[config.mk]
export PLATFORM = sky130hd
export DESIGN_NAME = led_matrix_pwm_driver
export DESIGN_NICKNAME = d
export VERILOG_FILES = /design/src/rtl/led_matrix_pwm_driver.sv
export SDC_FILE = /design/constraint.sdc
export NUM_CORES = 2
export LEC_CHECK = 0
export CORE_AREA = 2 2 417 419
export DETAILED_ROUTE_END_ITERATION = 7
export DIE_AREA = 0 0 419 421
export PLACE_DENSITY_LB_ADDON = 0.3
export SLEW_MARGIN = 40
export SYNTH_ARGS = -nofsm -noshare
export SYNTH_HDL_FRONTEND = slang
export SYNTH_SLANG_ARGS = --single-unit
export TNS_END_PERCENT = 20
[constraint.sdc]
create_clock -name clk -period 7.8 [get_ports clk]
set_clock_uncertainty 0.1 [all_clocks]
set_input_delay 0.78 -clock clk [delete_from_list [all_inputs] [get_ports clk]]
set_output_delay 0.78 -clock clk [all_outputs]
set_load 0.03 [all_outputs]
[src/rtl/led_matrix_pwm_driver.sv]
// led_matrix_pwm_driver
// Row-scanning driver for multiplexed bi-colour LED matrices with per-pixel
// BPP-bit brightness (bit-slot PWM) and a double-buffered frame store.
// Optional feature macro: LED_ROW_BLANK_EN -- inserts BLANK_CYCLES of column
// blanking after every row to suppress ghosting. Without it row_blank is 0
// and the row advances straight after its last PWM slot.
module led_matrix_pwm_driver #(
  parameter int ROWS         = 16,
  parameter int COLS         = 16,
  parameter int BPP          = 2,
  parameter int FREQDIV      = 0,
  parameter int BLANK_CYCLES = 2
) (
  input  logic                      clk,
  input  logic                      rst,
  input  logic                      enable,
  input  logic                      frame_valid,
  output logic                      frame_ready,
  input  logic [ROWS*COLS*BPP-1:0]  red_in,
  input  logic [ROWS*COLS*BPP-1:0]  grn_in,
  output logic [$clog2(ROWS)-1:0]   row_sel,
  output logic [COLS-1:0]           red_col,
  output logic [COLS-1:0]           grn_col,
  output logic                      row_blank,
  output logic                      frame_start
);

  localparam int PIX_BITS = ROWS * COLS * BPP;
  localparam int RW       = $clog2(ROWS);
  // A zero-width tick counter is modelled as a 1-bit counter pinned at 0.
  localparam int TW       = (FREQDIV > 0) ? FREQDIV : 1;
  localparam logic [TW-1:0]  TICK_LAST = TW'((1 << FREQDIV) - 1);
  localparam logic [BPP-1:0] SLOT_LAST = BPP'((1 << BPP) - 2);
  localparam logic [RW-1:0]  ROW_LAST  = RW'(ROWS - 1);

  // Elaboration-time parameter sanity checks.
  if (ROWS < 2) begin : g_bad_rows
    $error("led_matrix_pwm_driver: ROWS must be at least 2");
  end
  if (BPP < 1 || BPP > 4) begin : g_bad_bpp
    $error("led_matrix_pwm_driver: BPP must be in 1..4");
  end
  if (BLANK_CYCLES < 1) begin : g_bad_blank
    $error("led_matrix_pwm_driver: BLANK_CYCLES must be at least 1");
  end

  logic [TW-1:0]       tick_cnt, tick_nxt;
  logic [BPP-1:0]      slot, slot_nxt;
  logic                row_advance;
  logic                frame_wrap;
  logic                in_blank;
  logic [PIX_BITS-1:0] active_red, active_grn;
  logic [PIX_BITS-1:0] pending_red, pending_grn;
  logic                pending_full;

`ifdef LED_ROW_BLANK_EN
  typedef enum logic {SCAN = 1'b0, BLANK = 1'b1} state_t;
  localparam int BW = (BLANK_CYCLES > 1) ? $clog2(BLANK_CYCLES) : 1;
  localparam logic [BW-1:0] BLANK_LAST = BW'(BLANK_CYCLES - 1);

  state_t        state, state_nxt;
  logic [BW-1:0] blank_cnt, blank_nxt;

  assign in_blank = (state == BLANK);
`else
  assign in_blank = 1'b0;
`endif

  // Next-state logic: tick -> slot -> (blank) -> row, all gated by enable.
  always_comb begin
    // NOTE: every signal written here gets a default first, so no path can
    // leave it unassigned and infer a latch.
    tick_nxt    = tick_cnt;
    slot_nxt    = slot;
    row_advance = 1'b0;
`ifdef LED_ROW_BLANK_EN
    state_nxt   = state;
    blank_nxt   = blank_cnt;
`endif
    if (enable) begin
`ifdef LED_ROW_BLANK_EN
      if (state == BLANK) begin
        // tick and slot were already zeroed on entry, so leaving BLANK
        // restarts the new row at slot 0, tick 0.
        if (blank_cnt == BLANK_LAST) begin
          state_nxt   = SCAN;
          row_advance = 1'b1;
        end else begin
          blank_nxt = blank_cnt + 1'b1;
        end
      end else
`endif
      begin
        tick_nxt = (tick_cnt == TICK_LAST) ? '0 : tick_cnt + 1'b1;
        if (tick_cnt == TICK_LAST) begin
          if (slot == SLOT_LAST) begin
            slot_nxt = '0;
`ifdef LED_ROW_BLANK_EN
            state_nxt = BLANK;
            blank_nxt = '0;
`else
            row_advance = 1'b1;
`endif
          end else begin
            slot_nxt = slot + 1'b1;
          end
        end
      end
    end
  end

  // Leaving the last row is the frame boundary (swap point).
  assign frame_wrap = row_advance && (row_sel == ROW_LAST);

  // Scan state register: counters, row, FSM state and frame_start pulse.
  always_ff @(posedge clk or negedge rst) begin
    if (!rst) begin
      tick_cnt    <= '0;
      slot        <= '0;
      row_sel     <= '0;
      frame_start <= 1'b0;
`ifdef LED_ROW_BLANK_EN
      state       <= SCAN;
      blank_cnt   <= '0;
`endif
    end else begin
      // NOTE: non-blocking assignments so every register samples the
      // pre-edge values, independent of statement order.
      tick_cnt    <= tick_nxt;
      slot        <= slot_nxt;
      frame_start <= frame_wrap;
      if (row_advance) begin
        row_sel <= (row_sel == ROW_LAST) ? '0 : row_sel + 1'b1;
      end
`ifdef LED_ROW_BLANK_EN
      state       <= state_nxt;
      blank_cnt   <= blank_nxt;
`endif
    end
  end

  // Frame store: load pending on handshake, swap into active at the boundary.
  always_ff @(posedge clk or negedge rst) begin
    if (!rst) begin
      // NOTE: the frame buffers are reset explicitly because a blank display
      // after reset is required behaviour, not just an initial value.
      active_red   <= '0;
      active_grn   <= '0;
      pending_red  <= '0;
      pending_grn  <= '0;
      pending_full <= 1'b0;
    end else if (frame_valid && !pending_full) begin
      pending_red  <= red_in;
      pending_grn  <= grn_in;
      pending_full <= 1'b1;
    end else if (frame_wrap && pending_full) begin
      active_red   <= pending_red;
      active_grn   <= pending_grn;
      pending_full <= 1'b0;
    end
  end

  assign frame_ready = ~pending_full;
  assign row_blank   = in_blank;

  // Column decode: a pixel is lit while its level exceeds the current slot.
  always_comb begin
    red_col = '0;
    grn_col = '0;
    if (!in_blank) begin
      for (int c = 0; c < COLS; c++) begin
        red_col[c] = active_red[(int'(row_sel) * COLS + c) * BPP +: BPP] > slot;
        grn_col[c] = active_grn[(int'(row_sel) * COLS + c) * BPP +: BPP] > slot;
      end
    end
  end

endmodule

==> out/results.ini <==
[place]
io_buffers = 1065
gp_congestion = 0.967
hpwl_mm = 193

[setup_path]
critPathLaunch = row_sel[0]
r2r-start = row_sel[1]
rrSetupSlack_ps = 3560
cp-end-kind = output pin
cp.required_ps = 6920
arrival_ps = 5330
endpoint = grn_col[2]
critPathKind = reg2out
cpMostUsedCell = a21oi_1
cp_max_fo = 53
start_kind = flop
r2r_end = active_red[508]
slowest_stage = clkdlybuf4s50_1
reg2regPathDepth = 10
cp_cell_sequence = buf_12 -> buf_16 -> mux4_2 -> mux2_2 -> a21oi_1 -> ha_1 -> a21oi_1 -> clkdlybuf4s50_1
max_stage_delay_ps = 800

[timing]
hold_ws_ps = 360
setup_viol = 0
layout_min_cycle_time_ps = 6210
rsz0062_at_grt = no
fin_setup_tns_ps = 0
max_freq_ghz = 0.161
fin_crit_sh_pct = 79.6
slew_headroom_pct = 34.3
worst_pin_slew_ps = 959
finalHoldViolations = 0
slew_violations = 0

[logic_synthesis]
syn_area_per_cell_sq_um = 16.6
ys_ff_latch = 2056
synthTopCellsByArea = dfrtp_1 60%, mux2_2 24%, mux4_2 5.0%, mux2_4 3.5%, mux2i_1 1.9%
synthFlopType = dfrtp_1
syn_area_sq_mm = 0.0861
yosys_warnings = 0
async_flop_share_pct = 100
synth-edff-count = 0
postSynthCellCount = 5196
synth.most_common_cell = dfrtp_1
ys_top_cells_by_count = 2056 x dfrtp_1, 1832 x mux2_2, 202 x buf_2
synth_nets = 6289
synth_compound_area_share_pct = 2.02
synth_top_family_by_area = multiplexers
yosys.area_share.simple_pct = 0.0901
synth_seq_area_share_pct = 59.8
synth.top_cell.area_share_pct = 59.8
synth.distinct_cells = 30
synth_fa_ha_area_share_pct = 0.945
muxShareOfSynthArea_pct = 35.0
synth_top_cell_by_area = dfrtp_1
synthXorXnorAreaFrac_pct = 0.0305

[grt]
grt_max_degree = 162
grt-ovfl-total = 0
grt.total_usage_pct = 29.5
antenna_found_initial = 97
grt_pass1_wl_mm = 375
grt_pass1_vias = 52471

[floorplan]
ios = 1067
initial_core_util_pct = 49.9
die_x_um = 419
die_h_um = 421
rows = 153
die-area_sq_mm = 0.176
core-area_sq_mm = 0.172

[outcome]
outcome = complete, no violations

[clock_network]
cts_buffers = 210
ctsResizeCount = 0
h-tree-depth = 4
cts_sinks = 2056
clkLatencyLatePin_ps = 850
cts_root_buf = clkbuf_16
cts_buffer_depth = 3
clkSlewWorstSetupHoldPaths_ps = 70
cts_tree = yes

[drt]
drt-total-wl_mm = 262
vias = 50766
drc = 0
ant_nets = 0
wl_per_cell_um = 29.7
vias_per_cell = 5.77
first_pass_iters = 5
drt_iter0_markers = 4293

[finish]
fin_util_pct = 62.0
drive_gt1_share_pct = 41.9
seq_area_sq_mm = 0.0515
nNetsFinal = 7334
syn2layout_area_growth_pct = 24.1
fillers = 12614
multiInputGateArea_sq_mm = 0.0328

[power_and_ir_drop]
p_leak_nw = 49.7
ir_drop_mv = 0.229
p_per_area_mw_per_mm2 = 258

[hold_path]
hold_path.class = in2async

[job]
maxCapViolations = 0

-- state kept, by name, summed over array words and instances, names as in the netlist --
register      count
pending_grn     512
active_red      512
pending_full      1
frame_start       1
row_sel           4
active_grn      512
pending_red     512
slot              2
-- cell usage in the layout (no fill, tap or decap), types with 37 or more instances in the layout --
cell type and instances:
buf_4 37, mux2_4 200, mux2_2 1832, mux2i_1 150
diode_2 60, clkbuf_1 45, mux2_1 49, mux4_2 192
clkbuf_16 215, a21oi_1 96, ha_1 65, clkdlybuf4s50_1 1064
a22oi_1 64, clkinv_2 43, clkbuf_8 54, dfrtp_1 2051
-- metal layers --
layer,vias to the layer above,track usage (%),wire [um]
met5,-,0,204
met4,32,14.6,13500
met3,526,6.58,17600
met2,1815,42.4,116000
met1,27149,42.5,115000
li1,21244,-,-
-- critical path, delay by kind of cell, from the launching register on --
family | cells | cell delay (ps)
buf+inv | 3 | 1570
flops | 1 | 750
fa+ha+maj | 1 | 240
mux | 2 | 1000
compound gates | 2 | 730
-- worst min-delay path by stage --
stage / slack, ps / cells after the start / start / to
6_report: 360 / 2 / rst / pending_grn[477]
4_1_cts: 370 / 2 / red_in[170] / pending_red[170]
3_5_place_dp: 370 / 1 / pending_grn[496] / active_grn[496]
2_1_floorplan: 350 / 1 / pending_grn[458] / active_grn[458]
5_1_grt: 350 / 2 / rst / pending_grn[477]
3_3_place_gp: 360 / 1 / pending_grn[489] / active_grn[489]
-- kinds of logic after synthesis --
logic type      count (synthesis)
compound gates                259
xor+xnor                        3
fa+ha+maj                      65
buf+inv                       366
flops                        2056
mux                          2433
other cells                     1
simple gates                   13
-- cell type report --
class                   instances  share of cell area (%)
inverters                      36                   0.129
flip-flops and latches       2056                    48.2
well taps                    2325                    2.72
clock buffers                 314                    5.89
repair buffers               1163                    11.4
multi-input cells            2774                    30.7
clock inverters                77                   0.815
diodes                         60                   0.141
-- timing repair --
item	4_1_cts	5_1_grt
endpoints found under the hold margin	108	0
hold buffers	1	0
setup buffers	0	0
-- report_power, final --
part           leakage [nW]  internal [mW]  switching, mW  total (mW)
registers              27.1           11.4          0.516        11.9
logic                  19.1           2.34           2.94        5.27
clock network          3.55           6.06           4.31        10.4
-- per-stage QoR --
step | setup WS, ps | area [sq um] | power [mW] | cells
after global placement | 2410 | 98800 | 17.2 | 8320
after detailed placement | 2430 | 99300 | 17.3 | 8338
after CTS | 1500 | 106000 | 27.7 | 8730
after floorplan | 3990 | 86100 | 14.8 | 5196
after global routing | 1350 | 107000 | 28.6 | 8786
final | 1590 | 107000 | 27.6 | 8805
(Power assumes the default switching activity.)
